`config.mk`:
```
export PLATFORM = sky130hd
export DESIGN_NAME = vga_timing_gen_flat
export DESIGN_NICKNAME = d
export VERILOG_FILES = /design/src/rtl/vga_timing_gen_pkg.sv /design/src/rtl/vga_timing_gen_if.sv /design/src/rtl/vga_timing_gen_pixel_tick_gen.sv /design/src/rtl/vga_timing_gen.sv /design/src/flat_wrapper.sv
export SDC_FILE = /design/constraint.sdc
export NUM_CORES = 1
export LEC_CHECK = 0
export BUFFER_PORTS_ARGS = -buffer_cell sky130_fd_sc_hd__buf_2
export CAP_MARGIN = 20
export CORE_ASPECT_RATIO = 1.4
export CORE_MARGIN = 2
export CORE_UTILIZATION = 48
export CTS_CLUSTER_SIZE = 30
export DETAILED_ROUTE_END_ITERATION = 8
export PLACE_DENSITY = 0.77
export RECOVER_POWER = 50
export SETUP_SLACK_MARGIN = 0.15
export SLEW_MARGIN = 20
export SYNTH_ARGS = -nofsm -noshare
export SYNTH_HDL_FRONTEND = slang
export SYNTH_SLANG_ARGS = --single-unit
```
`constraint.sdc`:
```
create_clock -name clk_100MHz -period 7.9 [get_ports clk_100MHz]
set_clock_uncertainty 0.1 [all_clocks]
set_input_delay 0.395 -clock clk_100MHz [delete_from_list [all_inputs] [get_ports clk_100MHz]]
set_output_delay 0.395 -clock clk_100MHz [all_outputs]
set_load 0.03 [all_outputs]
```
`src/rtl/vga_timing_gen_pkg.sv`:
```
// VGA 640x480@60 timing constants and coordinate type shared by the
// timing generator and displaycontrol.
package vga_timing_gen_pkg;

    localparam int unsigned COORD_W = 10;
    typedef logic [COORD_W-1:0] coord_t;

    localparam int unsigned VGA_H_DISPLAY = 640;
    localparam int unsigned VGA_H_FRONT   = 16;
    localparam int unsigned VGA_H_SYNC    = 96;
    localparam int unsigned VGA_H_BACK    = 48;
    localparam int unsigned VGA_H_TOTAL   = VGA_H_DISPLAY + VGA_H_FRONT + VGA_H_SYNC + VGA_H_BACK;
    localparam int unsigned VGA_HS_START  = VGA_H_DISPLAY + VGA_H_FRONT;
    localparam int unsigned VGA_HS_END    = VGA_HS_START + VGA_H_SYNC;

    localparam int unsigned VGA_V_DISPLAY = 480;
    localparam int unsigned VGA_V_FRONT   = 10;
    localparam int unsigned VGA_V_SYNC    = 2;
    localparam int unsigned VGA_V_BACK    = 33;
    localparam int unsigned VGA_V_TOTAL   = VGA_V_DISPLAY + VGA_V_FRONT + VGA_V_SYNC + VGA_V_BACK;
    localparam int unsigned VGA_VS_START  = VGA_V_DISPLAY + VGA_V_FRONT;
    localparam int unsigned VGA_VS_END    = VGA_VS_START + VGA_V_SYNC;

    localparam int unsigned VGA_CLK_DIV   = 4;

    localparam int unsigned FRAME_CNT_W   = 16;

    // Half-open window test [lo, hi) on unsigned coordinates.
    function automatic logic in_window(coord_t v, coord_t lo, coord_t hi);
        return (v >= lo) && (v < hi);
    endfunction

endpackage

```
`src/rtl/vga_timing_gen_if.sv`:
```
// VGA timing bundle: pixel enable, coordinates, syncs and frame strobe.
// Optional macro: VGA_FRAME_CNT_EN adds the frame_cnt signal.
interface vga_timing_gen_if;
    import vga_timing_gen_pkg::*;

    logic   p_tick;
    coord_t x;
    coord_t y;
    logic   video_on;
    logic   hsync;
    logic   vsync;
    logic   frame_tick;
`ifdef VGA_FRAME_CNT_EN
    logic [FRAME_CNT_W-1:0] frame_cnt;
`endif

    modport master (
        output p_tick, x, y, video_on, hsync, vsync, frame_tick
`ifdef VGA_FRAME_CNT_EN
        , frame_cnt
`endif
    );

    modport slave (
        input p_tick, x, y, video_on, hsync, vsync, frame_tick
`ifdef VGA_FRAME_CNT_EN
        , frame_cnt
`endif
    );

endinterface

```
`src/rtl/vga_timing_gen_pixel_tick_gen.sv`:
```
// Pixel-enable divider: p_tick is high for one clk every CLK_DIV clks.
module vga_timing_gen_pixel_tick_gen #(
    parameter int unsigned CLK_DIV = 4
) (
    input  logic clk_100MHz,
    input  logic rst,
    output logic p_tick
);

    localparam int unsigned DIV_W = (CLK_DIV > 2) ? $clog2(CLK_DIV) : 1;
    localparam logic [DIV_W-1:0] DIV_LAST = DIV_W'(CLK_DIV - 1);

    logic [DIV_W-1:0] div_q;
    logic [DIV_W-1:0] div_d;

    // Wrapping divider count.
    always_comb begin
        div_d = div_q + DIV_W'(1);
        if (div_q == DIV_LAST) begin
            div_d = '0;
        end
    end

    // Divider register.
    always_ff @(posedge clk_100MHz or posedge rst) begin
        if (rst) begin
            div_q <= '0;
        end else begin
            div_q <= div_d;
        end
    end

    assign p_tick = (div_q == DIV_LAST);

endmodule

```
`src/rtl/vga_timing_gen.sv`:
```
// VGA timing generator: pixel enable, h/v counters, sync/blank decode and
// a per-frame object-update strobe.
// Optional macro: VGA_FRAME_CNT_EN adds a 16-bit completed-frame counter.
module vga_timing_gen
    import vga_timing_gen_pkg::*;
#(
    parameter int unsigned H_DISPLAY = VGA_H_DISPLAY,
    parameter int unsigned H_FRONT   = VGA_H_FRONT,
    parameter int unsigned H_SYNC    = VGA_H_SYNC,
    parameter int unsigned H_BACK    = VGA_H_BACK,
    parameter int unsigned V_DISPLAY = VGA_V_DISPLAY,
    parameter int unsigned V_FRONT   = VGA_V_FRONT,
    parameter int unsigned V_SYNC    = VGA_V_SYNC,
    parameter int unsigned V_BACK    = VGA_V_BACK,
    parameter int unsigned CLK_DIV   = VGA_CLK_DIV
) (
    input  logic              clk_100MHz,
    input  logic              rst,
    vga_timing_gen_if.master  vga
);

    localparam int unsigned H_TOTAL  = H_DISPLAY + H_FRONT + H_SYNC + H_BACK;
    localparam int unsigned V_TOTAL  = V_DISPLAY + V_FRONT + V_SYNC + V_BACK;
    localparam int unsigned HS_START = H_DISPLAY + H_FRONT;
    localparam int unsigned HS_END   = HS_START + H_SYNC;
    localparam int unsigned VS_START = V_DISPLAY + V_FRONT;
    localparam int unsigned VS_END   = VS_START + V_SYNC;

    localparam coord_t X_LAST     = COORD_W'(H_TOTAL - 1);
    localparam coord_t Y_LAST     = COORD_W'(V_TOTAL - 1);
    localparam coord_t FT_LINE    = COORD_W'(V_DISPLAY + 1);

    logic   p_tick;
    coord_t x_q,        x_d;
    coord_t y_q,        y_d;
    logic   hsync_q,    hsync_d;
    logic   vsync_q,    vsync_d;
    logic   video_on_q, video_on_d;
    logic   frame_tick_q, frame_tick_d;

    vga_timing_gen_pixel_tick_gen #(
        .CLK_DIV (CLK_DIV)
    ) u_pixel_tick_gen (
        .clk_100MHz (clk_100MHz),
        .rst        (rst),
        .p_tick     (p_tick)
    );

    // Advance counters on p_tick; decode syncs/blank from the next-state
    // coordinates so they change in the same clk as x/y.
    always_comb begin
        x_d          = x_q;
        y_d          = y_q;
        hsync_d      = hsync_q;
        vsync_d      = vsync_q;
        video_on_d   = video_on_q;
        frame_tick_d = 1'b0;
        if (p_tick) begin
            if (x_q == X_LAST) begin
                x_d = '0;
                y_d = (y_q == Y_LAST) ? coord_t'('0) : y_q + COORD_W'(1);
            end else begin
                x_d = x_q + COORD_W'(1);
            end
            hsync_d      = ~in_window(x_d, COORD_W'(HS_START), COORD_W'(HS_END));
            vsync_d      = ~in_window(y_d, COORD_W'(VS_START), COORD_W'(VS_END));
            video_on_d   = (x_d < COORD_W'(H_DISPLAY)) && (y_d < COORD_W'(V_DISPLAY));
            frame_tick_d = (x_d == '0) && (y_d == FT_LINE);
        end
    end

    // Timing state registers; frame_tick is rewritten every clk so it
    // lasts a single clk rather than a pixel period.
    always_ff @(posedge clk_100MHz or posedge rst) begin
        if (rst) begin
            x_q          <= '0;
            y_q          <= '0;
            hsync_q      <= 1'b1;
            vsync_q      <= 1'b1;
            video_on_q   <= 1'b0;
            frame_tick_q <= 1'b0;
        end else begin
            x_q          <= x_d;
            y_q          <= y_d;
            hsync_q      <= hsync_d;
            vsync_q      <= vsync_d;
            video_on_q   <= video_on_d;
            frame_tick_q <= frame_tick_d;
        end
    end

`ifdef VGA_FRAME_CNT_EN
    logic [FRAME_CNT_W-1:0] frame_cnt_q, frame_cnt_d;

    // Count frames in the same clk that frame_tick rises.
    always_comb begin
        frame_cnt_d = frame_cnt_q;
        if (frame_tick_d) begin
            frame_cnt_d = frame_cnt_q + FRAME_CNT_W'(1);
        end
    end

    // Frame counter register.
    always_ff @(posedge clk_100MHz or posedge rst) begin
        if (rst) begin
            frame_cnt_q <= '0;
        end else begin
            frame_cnt_q <= frame_cnt_d;
        end
    end

    assign vga.frame_cnt = frame_cnt_q;
`endif

    assign vga.p_tick     = p_tick;
    assign vga.x          = x_q;
    assign vga.y          = y_q;
    assign vga.video_on   = video_on_q;
    assign vga.hsync      = hsync_q;
    assign vga.vsync      = vsync_q;
    assign vga.frame_tick = frame_tick_q;

endmodule
```
`src/flat_wrapper.sv`:
```
// flat-port wrapper written by rule: the top's interface ports become plain ports
module vga_timing_gen_flat import vga_timing_gen_pkg::*;
#(
    parameter int unsigned H_DISPLAY = VGA_H_DISPLAY,
    parameter int unsigned H_FRONT   = VGA_H_FRONT,
    parameter int unsigned H_SYNC    = VGA_H_SYNC,
    parameter int unsigned H_BACK    = VGA_H_BACK,
    parameter int unsigned V_DISPLAY = VGA_V_DISPLAY,
    parameter int unsigned V_FRONT   = VGA_V_FRONT,
    parameter int unsigned V_SYNC    = VGA_V_SYNC,
    parameter int unsigned V_BACK    = VGA_V_BACK,
    parameter int unsigned CLK_DIV   = VGA_CLK_DIV
)
  (clk_100MHz, rst, vga_p_tick, vga_x, vga_y, vga_video_on, vga_hsync, vga_vsync, vga_frame_tick);
  vga_timing_gen_if vga_i ();
  input  logic clk_100MHz;
  input  logic rst;
  output wire logic [$bits(vga_i.p_tick)-1:0] vga_p_tick;
  output wire logic [$bits(vga_i.x)-1:0] vga_x;
  output wire logic [$bits(vga_i.y)-1:0] vga_y;
  output wire logic [$bits(vga_i.video_on)-1:0] vga_video_on;
  output wire logic [$bits(vga_i.hsync)-1:0] vga_hsync;
  output wire logic [$bits(vga_i.vsync)-1:0] vga_vsync;
  output wire logic [$bits(vga_i.frame_tick)-1:0] vga_frame_tick;
  assign vga_p_tick = vga_i.p_tick;
  assign vga_x = vga_i.x;
  assign vga_y = vga_i.y;
  assign vga_video_on = vga_i.video_on;
  assign vga_hsync = vga_i.hsync;
  assign vga_vsync = vga_i.vsync;
  assign vga_frame_tick = vga_i.frame_tick;
  vga_timing_gen #(.H_DISPLAY(H_DISPLAY), .H_FRONT(H_FRONT), .H_SYNC(H_SYNC), .H_BACK(H_BACK), .V_DISPLAY(V_DISPLAY), .V_FRONT(V_FRONT), .V_SYNC(V_SYNC), .V_BACK(V_BACK), .CLK_DIV(CLK_DIV)) u_core (.clk_100MHz(clk_100MHz), .rst(rst), .vga(vga_i));
endmodule
```
After elaboration in Yosys (flattened, before gate mapping)
Index checks and enable logic that the tools add are counted.
Widths: inputs -> output; s select.
{ "classes": {"addsub": 3, "n_lt_le_gt_ge": 6, "eq_ne": 4, "mux": 7, "bitwise": 2, "n_reduce_logical": 5} }
{ "ops": {"columns": ["cell", "count"], "rows": [
  ["$mux 10", 5],
  ["$add 10x1->10 const B", 2],
  ["$eq 10x10->1 const B", 2],
  ["$lt 10x10->1 const B", 2],
  ["$lt 10x9->1 const B", 2],
  ["$eq 10x9->1 const B", 1],
  ["$ge 10x10->1 const B", 1],
  ["$ge 10x9->1 const B", 1],
  ["$logic_not 10->1", 1],
  ["$logic_and 1x1->1", 4],
  ["$add 2x1->2 const B", 1],
  ["$eq 2x2->1 const B", 1],
  ["$mux 2", 1],
  ["$not 1->1", 2],
  ["$mux 1", 1]
]} }
{ "word_totals": {"reg_bits": 26, "inputBits": 2, "output_inout_bits": 25, "wordCells": 34} }

Logic depth before layout (Yosys ltp)
Gate-level depths: netlist of run 1.
{ "depth": {"word_depth": 7, "ltp_mapped": 11, "depth_no_buf": 7} }

Modules after synthesis
Synthesis of run 1 repeated with hierarchy kept, for this count alone.
{ "hier_totals": {"cells_unflattened": 198, "area_unflattened_um2": 1702.9} }
{ "modules_own_cells": {"columns": ["module", "instances", "cells_per_inst", "area_per_inst_um2"], "rows": [
  ["vga_timing_gen", 1, 193, 1632.8],
  ["vga_timing_gen_pixel_tick_gen", 1, 5, 70.1]
]} }

Least setup slack after synthesis of run 1
OpenSTA, ideal clock, no wires.
{ "synth_path": {"path_kind": "register -> register", "from": "register u_core.x_q[0] (netlist: u_core.vga.x[0])", "to": "register u_core.vsync_q (netlist: u_core.vga.vsync)", "arrival_ps": 2785, "required_ps": 7717, "slack_ps": 4931, "stages_incl_launch_ff": 10, "path_buffers": 2, "synth_period_minus_slack_ps": 2969, "path_cell_list": "dfrtp_1 ha_1 buf_2 and4_1 buf_2 nand3_2 or4_1 a222oi_1 o2111ai_1 o32a_1"} }
{ "synth_between": {"elab_chain_len": 6, "elab_cells_between_ends": 7, "classes_between": "order compare (2); eq/ne (1); mux (2); bitwise (1); reduce/logical (1)"} }
{ "synth_rtl": {"columns": ["element", "line_no", "text"], "rows": [
  ["start: declaration", "vga_timing_gen.sv:34", "coord_t x_q, x_d;"],
  ["start signal: assignment", "vga_timing_gen.sv:76", "x_q <= '0;"],
  ["start signal: assignment", "vga_timing_gen.sv:83", "x_q <= x_d;"],
  ["$eq 10x10->1 (*)", "vga_timing_gen.sv:59", "if (x_q == X_LAST) begin"],
  ["$mux 10 (*)", "vga_timing_gen.sv:59", null],
  ["$mux 10 (*)", "vga_timing_gen.sv:58", "if (p_tick) begin"],
  ["$ge 10x9->1 or $lt 10x9->1 (tied branches)", "vga_timing_gen_pkg.sv:30", "return (v >= lo) && (v < hi);"],
  ["$logic_and 1x1->1 (*)", "vga_timing_gen_pkg.sv:30", null],
  ["$not 1->1 (*)", "vga_timing_gen.sv:66", "vsync_d = ~in_window(y_d, COORD_W'(VS_START), COORD_W'(VS_END));"],
  ["end signal: assignment", "vga_timing_gen.sv:86", "vsync_q <= vsync_d;"],
  ["end: declaration", "vga_timing_gen.sv:37", "logic vsync_q, vsync_d;"]
]} }
Mark *: on every way between the ends. The rest lies on a longest branch, timed or not. The select of a mux whose other input is x is not followed.
A chain may end at the register's enable or synchronous reset.

Worst setup path in the final report of run 1
Ends and elaborated chain as after synthesis.

==> results of run 1 <==
==> how the worst max path moves through the flow <==
stage,startpoint,depth (start not counted),end
finish,u_core.vga.x[0],7,u_core.vga.vsync
global route,u_core.vga.x[0],7,u_core.vga.vsync
CTS,u_core.vga.x[0],7,u_core.vga.vsync
detailed placement,u_core.vga.x[0],7,u_core.vga.vsync
global placement,u_core.vga.x[0],7,u_core.vga.vsync
floorplan,u_core.vga.x[0],9,u_core.vga.vsync
==> cell families (layout without fill, tap and decap cells) <==
family                     count (synthesis)  in the layout
muxes                                      5              5
buffers and inverters                     25             40
and+or+nand+nor                           84             84
DFF                                       26             26
adders and majority gates                  5              5
xor gates and xnor gates                  11             11
AOI/OAI and AO/OA                         45             45
==> state kept, by name, indices dropped and copies added, names as in the netlist <==
name                           count
u_core.vga.video_on                1
u_core.vga.frame_tick              1
u_core.vga.y                      10
u_core.vga.x                      10
u_core.u_pixel_tick_gen.div_q      2
u_core.vga.vsync                   1
u_core.vga.hsync                   1
==> placed cells by master, fill, tap and decap left out, drive strengths merged, types with 2 or more instances in the layout <==
| master | count |
|---|---|
| o22ai | 3 |
| mux2 | 5 |
| o31ai | 4 |
| dfrtp | 24 |
| clkbuf | 12 |
| o2111ai | 3 |
| dfstp | 2 |
| nor3 | 7 |
| xor2 | 2 |
| xnor2 | 9 |
| nand2 | 18 |
| and4 | 3 |
| nand4 | 3 |
| o211ai | 2 |
| o21ai | 11 |
| and3 | 5 |
| nor4 | 2 |
| a21oi | 8 |
| nor2 | 17 |
| or4 | 2 |
| a31oi | 4 |
| inv | 9 |
| ha | 5 |
| buf | 19 |
| nand3 | 21 |
==> power by group through the flow <==
stage / registers [uW] / logic, uW / clock network, uW
2_1_floorplan: 136 / 1.97 / 0
3_3_place_gp: 136 / 2.98 / 0
3_5_place_dp: 136 / 3.12 / 0
4_1_cts: 133 / 3.11 / 91.8
5_1_grt: 133 / 3.53 / 94.9
6_report: 133 / 2.76 / 88.4
==> area by class of cell <==
type                            count  share of cell area
Multi-Input combinational cell    150              0.5100
Tap cell                           40             0.02674
Sequential cell                    26              0.3489
Clock buffer                        4             0.02941
Timing Repair Buffer               27             0.06684
Inverter                            9             0.01805
==> metrics by stage <==
step / total power [uW] / hold WS, ns
detailed placement: 138.7 / 0.3409
global route: 231.4 / 0.3565
finish: 224.2 / 0.2283
global placement: 138.6 / 0.3150
floorplan: 137.6 / 0.3031
CTS: 227.9 / 0.2888
==> critical path, delay by kind of cell, from the launching register on <==
family                     cells  cell delay, ns
DFF                            1            0.46
adders and majority gates      1            0.34
and+or+nand+nor                3            1.22
AOI/OAI and AO/OA              3            1.03
==> metal layers <==
metal / vias to the layer above / wire length [um]
met3: 14 / 201
met2: 67 / 2066
met4: 0 / 108
li1: 761 / -
met1: 704 / 1688
met5: - / 0
==> results_dict.tcl, run 1 <==
set metrics [dict create \
    status "finished clean" \
    ys_ff_latch 26 \
    syn_nets 208 \
    clockBufferDepth 2 \
    endpoint_kind "register" \
    cp.arrival_ns 3.33 \
    synthSimpleGateAreaFrac 0.2555 \
    drc 0 \
    yosys-top-cells-area "dfrtp_1 35%, nand3_1 5.8%, xnor2_1 4.6%, nand2_1 3.9%, nor2_1 3.7%" \
    synth_ff_type "dfrtp_1" \
    antenna_found_initial 0 \
    fin_setup_tns_ns 0 \
    syn_area_per_cell_um2 8.553 \
    crit_path_top_delay_cell "or4_1" \
    synth_top_area_cell "dfrtp_1" \
    antennaDiodeCount 0 \
    p_int_uw 177.9 \
    worst_setup_path_start_kind "register" \
    reg2reg_depth 7 \
    vias_per_cell 6.039 \
    relSlewSlack 0.3379 \
    gp_congestion 0.8859 \
    layout_setup_ws_ns 4.673 \
    design.die.area_um2 4083 \
    final_nets 224 \
    cts_buffers 3 \
    finalWirelength_um 4064 \
    dp_cells 252 \
    overflow 0 \
    drtAntennaViolNets 0 \
    synth_edf_count 0 \
    seqCellArea_um2 653.1 \
    post_cts_buffers 0 \
    postCtsHoldBufs 0 \
    worstSetupPathType "register to register" \
    final_cells 256 \
    wl_per_cell_um 15.88 \
    worstPathCellList "ha_1, and4_1, nand3_2, or4_1, a222oi_1, o2111ai_1, o32a_1" \
    grt_util_met3 0.02381 \
    swShare 0.2064 \
    pwr-share-seq 0.593 \
    fmax_mhz 309.9 \
    drive_above_1_share 0.1620 \
    clkLatencyLatePin_ns 0.28 \
    fillers 335 \
    clock_sinks 26 \
    switchingPower_uw 46.28 \
    yosysTopAreaCellShare 0.3493 \
    synth-compound-area-share 0.1747 \
    synth_cells 201 \
    multi_input_area_um2 954.7 \
    combPwrFrac 0.012 \
    tightest_slew_ns 0.9920 \
    ff2ff_setup_slack_ns 4.67 \
    maxCapViolations 0 \
    ys_types 44 \
    top_usage_layer "met2" \
    yosysMostFrequentCell "dfrtp_1" \
    cts_resized 0 \
    io_buffers 26 \
    yosysSeqAreaShare 0.3799 \
    critPathMaxStageDelay_ns 0.56 \
    maxSlewViolCount 0 \
    path_max_fanout 14 \
    synth_mux_area_frac 0.03275 \
    r2r-start "u_core.vga.x[0]" \
    final_area_um2 1872 \
    cp_data_required_time_ns 8.01 \
    r2r-end "u_core.vga.vsync" \
    num_vias 1546 \
    num_rows 25 \
    vdd_drop_max_mv 0.1201 \
    ioPinCount 27 \
    dr.pass1.iters 5 \
    area_delta_synth_final_pct 8.879 \
    clk_pin_slew_worst_paths_ns 0.09 \
    grtUsageMet2 0.3743 \
    htreeDepth 1 \
    p_per_area_nw_per_um2 119.8 \
    synth-xor-area-share 0.05604 \
    finalCoreUtilization 0.5490 \
    grt_pass1_vias 1490 \
    grt_max_degree 27 \
    drt_iter0_markers 24 \
    grt_first_pass_wirelength_um 6934 \
    rsz0062_at_grt "false" \
    die-width_um 54.58 \
    gr-usage-met1 0.2937 \
    min_period_ns 3.227 \
    synth_top_family_by_area "simple AND/OR/NAND/NOR gates" \
    dpl-instance-area_um2 1829 \
    dp_slack_ns 4.716 \
    yosys.area_share.adder 0.03639 \
    die_h_um 74.81 \
    async_flop_share 1.000 \
    cts_tree "done" \
    hold_path.class "primary input to asynchronous set/reset pin" \
    synth_common_cells "24 x dfrtp_1, 20 x nand3_1, 18 x nand2_1, 17 x nor2_1, 11 x o21ai_0" \
    setup_viol 0 \
    synth_area_um2 1719 \
    grt_usage 0.2293 \
    p_leak_uw 0.0007875 \
    core_area_um2 3410 \
    hold_violations 0 \
    start_util 0.5042 \
    post-route-period-util 0.4085 \
    clkPwrFrac 0.394 \
    dp_hpwl_um 2874 \
    yosysWarnings 0 \
    root_buffer "clkbuf_8" \
]
Note: power is estimated with default switching activity, not from simulation.
==> run 2, diff against run 1 <==
clock period = 3.3 ns   (was 7.9 ns; I/O delays follow)
==> results_dict.tcl, run 2 (synthesis results as in run 1) <==
set metrics [dict create \
    status "finished clean" \
    antennaDiodeCount 0 \
    num_rows 25 \
    grt_first_pass_wirelength_um 6913 \
    design.die.area_um2 4083 \
    reg2reg_depth 7 \
    grt_pass1_vias 1494 \
    post_cts_buffers 0 \
    area_delta_synth_final_pct 10.41 \
    setup_viol 0 \
    grt_max_degree 27 \
    r2r-end "u_core.vga.vsync" \
    fmax_mhz 333.2 \
    worst_setup_path_start_kind "register" \
    drive_above_1_share 0.1689 \
    io_buffers 26 \
    r2r-start "u_core.vga.x[0]" \
    clock_sinks 26 \
    clockBufferDepth 2 \
    dr.pass1.iters 4 \
    drt_iter0_markers 65 \
    dp_hpwl_um 3008 \
    vdd_drop_max_mv 0.2699 \
    hold_path.class "register to register" \
    antenna_found_initial 0 \
    wl_per_cell_um 15.99 \
    switchingPower_uw 104.2 \
    tightest_slew_ns 0.9924 \
    overflow 0 \
    min_period_ns 3.002 \
    root_buffer "clkbuf_8" \
    final_common_cell "dfrtp_1" \
    maxCapViolations 0 \
    worstSetupPathType "register to register" \
    p_per_area_nw_per_um2 279.6 \
    endpoint_kind "register" \
    cts_buffers 3 \
    p_leak_uw 0.0007960 \
    num_vias 1613 \
    cp_data_required_time_ns 3.41 \
    path_max_fanout 8 \
    relSlewSlack 0.3377 \
    start_util 0.5042 \
    pwr-share-seq 0.600 \
    clkPwrFrac 0.386 \
    drtAntennaViolNets 0 \
    ff2ff_setup_slack_ns 0.30 \
    combPwrFrac 0.014 \
    die_h_um 74.81 \
    ioPinCount 27 \
    cp-endpoint "u_core.vga.vsync" \
    final_nets 227 \
    htreeDepth 1 \
    drc 0 \
    rsz0062_at_grt "false" \
    cts_tree "done" \
    gp_congestion 0.9299 \
    maxSlewViolCount 0 \
    p_int_uw 426.4 \
    swShare 0.1964 \
    grt_usage 0.2316 \
    core_area_um2 3410 \
    hold_violations 0 \
    clkLatencyLatePin_ns 0.28 \
    fin_setup_tns_ns 0 \
    finalCoreUtilization 0.5567 \
    cp.arrival_ns 3.11 \
    post-route-period-util 0.9096 \
    final_cell_mix "24 x dfrtp_1, 20 x nand3_1, 18 x nand2_1, 17 x nor2_1, 17 x buf_2" \
    finalWirelength_um 4142 \
    clk_pin_slew_worst_paths_ns 0.09 \
    die-width_um 54.58 \
    vias_per_cell 6.228 \
    critPathLaunch "u_core.vga.x[0]" \
]
run 2: worst min-delay path by stage:
stage | endpoint | cells past startpoint | from | slack (ns)
6_report | u_core.u_pixel_tick_gen.div_q[0] | 1 | u_core.u_pixel_tick_gen.div_q[0] | 0.33
3_5_place_dp | u_core.u_pixel_tick_gen.div_q[0] | 1 | u_core.u_pixel_tick_gen.div_q[0] | 0.32
2_1_floorplan | u_core.u_pixel_tick_gen.div_q[0] | 1 | rst | 0.10
4_1_cts | u_core.u_pixel_tick_gen.div_q[1] | 2 | rst | 0.05
5_1_grt | u_core.u_pixel_tick_gen.div_q[0] | 1 | u_core.u_pixel_tick_gen.div_q[0] | 0.36
3_3_place_gp | u_core.u_pixel_tick_gen.div_q[0] | 1 | u_core.u_pixel_tick_gen.div_q[0] | 0.32
run 2: layout make-up:
| type | count | area [um^2] |
|---|---|---|
| clock buffers | 4 | 55.05 |
| fillers | 330 | 1511 |
| inverters | 9 | 33.78 |
| multi-input cells | 150 | 958.4 |
| flip-flops and latches | 26 | 653.1 |
| well taps | 40 | 50.05 |
| repair buffers | 30 | 147.6 |
run 2: timing repair:
item | CTS | global route
setup endpoints to repair | 0 | 2
hold endpoints to repair | 0 | 24
hold buffers | 0 | 1
resized for setup | 0 | 2
run 2: per-layer routing:
layer  global-route usage  vias to the layer above  wire length [um]
li1                     -                      766                 -
met1               0.2888                      784              1756
met2               0.3796                       53              2099
met3              0.02778                       10               163
met4               0.1278                        0               123
met5                    0                        -                 0
run 2: power groups by stage:
stage	Combinational (uW)	Sequential, uW	Clock, uW
4_1_cts	7.26	318	212
3_5_place_dp	7.26	325	0
2_1_floorplan	4.71	325	0
3_3_place_gp	7.24	325	0
5_1_grt	9.33	319	228
6_report	7.52	318	205
run 2: worst max-delay path: stages (launching register included):
cell and delay [ns]:
dfrtp_1 0.47, ha_2 0.30, and4_2 0.35, nand3_2 0.13, or4_1 0.53, a222oi_1 0.42
o2111ai_1 0.21, o32a_1 0.41
run 2: through the flow:
step	std cells	worst slack [ns]	area (um^2)	power (uW)	hold WS, ns
floorplan	201	0.3315	1719	329.4	0.1035
global placement	254	0.4068	1844	331.9	0.3181
detailed placement	254	0.2570	1844	331.9	0.3193
CTS	258	0.2522	1899	537.8	0.04983
global route	259	0.1687	1898	555.5	0.3646
finish	259	0.2984	1898	530.6	0.3311
==> run 3, diff against run 2 <==
CORE_UTILIZATION = 50   (was 48)
CTS_CLUSTER_SIZE = 8   (was 30)
PLACE_DENSITY = 0.8   (was 0.77)
==> results_dict.tcl, run 3 (synthesis results as in run 1) <==
set metrics [dict create \
    maxCapViolations 0 \
    maxSlewViolCount 0 \
    setup_viol 0 \
    worstPathCellList "ha_1, and4_1, nand3_2, or4_1, a222oi_1, o2111ai_1, o32a_1" \
    critPathMaxStageDelay_ns 0.53 \
    dp_cells 255 \
    grt_pass1_vias 1457 \
    endpoint_kind "register" \
    finalWirelength_um 3927 \
    cts_buffers 3 \
    post-route-period-util 0.8886 \
    grt_usage 0.2303 \
    p_per_area_nw_per_um2 266.5 \
    drc 0 \
    clk_pin_slew_worst_paths_ns 0.09 \
    num_vias 1597 \
    cp.arrival_ns 3.03 \
    final_common_cell "dfrtp_1" \
    r2r-start "u_core.vga.x[0]" \
    gp_congestion 0.9026 \
    final_nets 229 \
    p_leak_uw 0.0007870 \
    worst_setup_path_start_kind "register" \
    grt_max_degree 27 \
    final_cell_mix "24 x dfrtp_1, 20 x nand3_1, 18 x nand2_1, 17 x nor2_1, 16 x buf_2" \
    worstSetupPathType "register to register" \
    finalCoreUtilization 0.5649 \
    io_buffers 26 \
    drt_iter0_markers 54 \
    whs_ns 0.3146 \
    fmax_mhz 341.0 \
    dp_hpwl_um 2941 \
    cp_data_required_time_ns 3.40 \
    wl_per_cell_um 15.10 \
    root_buffer "clkbuf_8" \
    tightest_slew_ns 0.8109 \
    clockBufferDepth 2 \
    antennaDiodeCount 0 \
    hold_path.class "primary input to asynchronous set/reset pin" \
    status "finished clean" \
    final_cells 260 \
    num_rows 25 \
    overflow 0 \
    ioPinCount 27 \
    fillers 330 \
    path_max_fanout 8 \
    die_h_um 73.38 \
    min_period_ns 2.933 \
    clkLatencyLatePin_ns 0.27 \
    rsz0062_at_grt "false" \
    antenna_found_initial 0 \
    clock_sinks 26 \
    relSlewSlack 0.4594 \
    htreeDepth 1 \
    hold_violations 0 \
    fin_setup_tns_ns 0 \
    grt_first_pass_wirelength_um 6831 \
    core_area_um2 3347 \
    drive_above_1_share 0.1545 \
    dr.pass1.iters 4 \
    die-width_um 53.56 \
    drtAntennaViolNets 0 \
    cts_tree "done" \
    vdd_drop_max_mv 0.2119 \
    vias_per_cell 6.142 \
    area_delta_synth_final_pct 9.971 \
    design.die.area_um2 3930 \
    critPathLaunch "u_core.vga.x[0]" \
    crit_path_top_delay_cell "or4_1" \
    start_util 0.5136 \
]
run 3: path summary, 6_finish.rpt:
check                      slack, ns  depth (start not counted)                                to
max                             0.37                          7                  u_core.vga.vsync
min                             0.31                          3                   u_core.vga.y[3]
max reg2reg                     0.37                          7                  u_core.vga.vsync
min reg2reg                     0.36                          1  u_core.u_pixel_tick_gen.div_q[0]
max in group asynchronous       1.90                          4                   u_core.vga.x[6]
min in group clk_100MHz         0.36                          1  u_core.u_pixel_tick_gen.div_q[0]
run 3: final cells by class:
type | instances | area [um^2] | area share
well taps | 40 | 50.05 | 0.02647
multi-input cells | 150 | 954.7 | 0.5050
clock buffers | 3 | 41.29 | 0.02184
flip-flops and latches | 26 | 653.1 | 0.3455
repair buffers | 32 | 157.7 | 0.08339
inverters | 9 | 33.78 | 0.01787
run 3: where the power goes:
| part | switching, uW | internal, uW | leakage (uW) |
|---|---|---|---|
| sequential | 0 | 318 | 0.000337 |
| combinational | 6.50 | 1.53 | 0.000429 |
| clock | 95.7 | 81.7 | 0.0000216 |
run 3: repair_timing:
item / CTS / global route
gates resized for setup: 0 / 0
buffers inserted: 0 / 0
endpoints found under the setup margin: 0 / 0
hold buffers: 0 / 1
endpoints found under the hold margin: 0 / 13
run 3: metal layers:
layer / part of all wire / global-route usage
met2: 0.51 / 0.3800
met1: 0.41 / 0.3014
met4: 0.030 / 0.09117
met3: 0.048 / 0.02846
met5: 0 / 0
run 3: worst max-delay path: cells and delay by family (launching register included):
family          cells  cell delay [ns]
fa+ha+maj           1             0.35
simple gates        3             0.94
compound gates      3             1.02
flops               1             0.46
run 3: per-stage QoR:
stage	instance area (um^2)	worst slack (ns)	power [uW]
6_report	1891	0.3675	503.9
5_1_grt	1891	0.1831	521.9
4_1_cts	1893	0.3961	507.3
3_5_place_dp	1852	0.3966	332.0
3_3_place_gp	1852	0.4945	331.7
2_1_floorplan	1719	0.3315	329.4
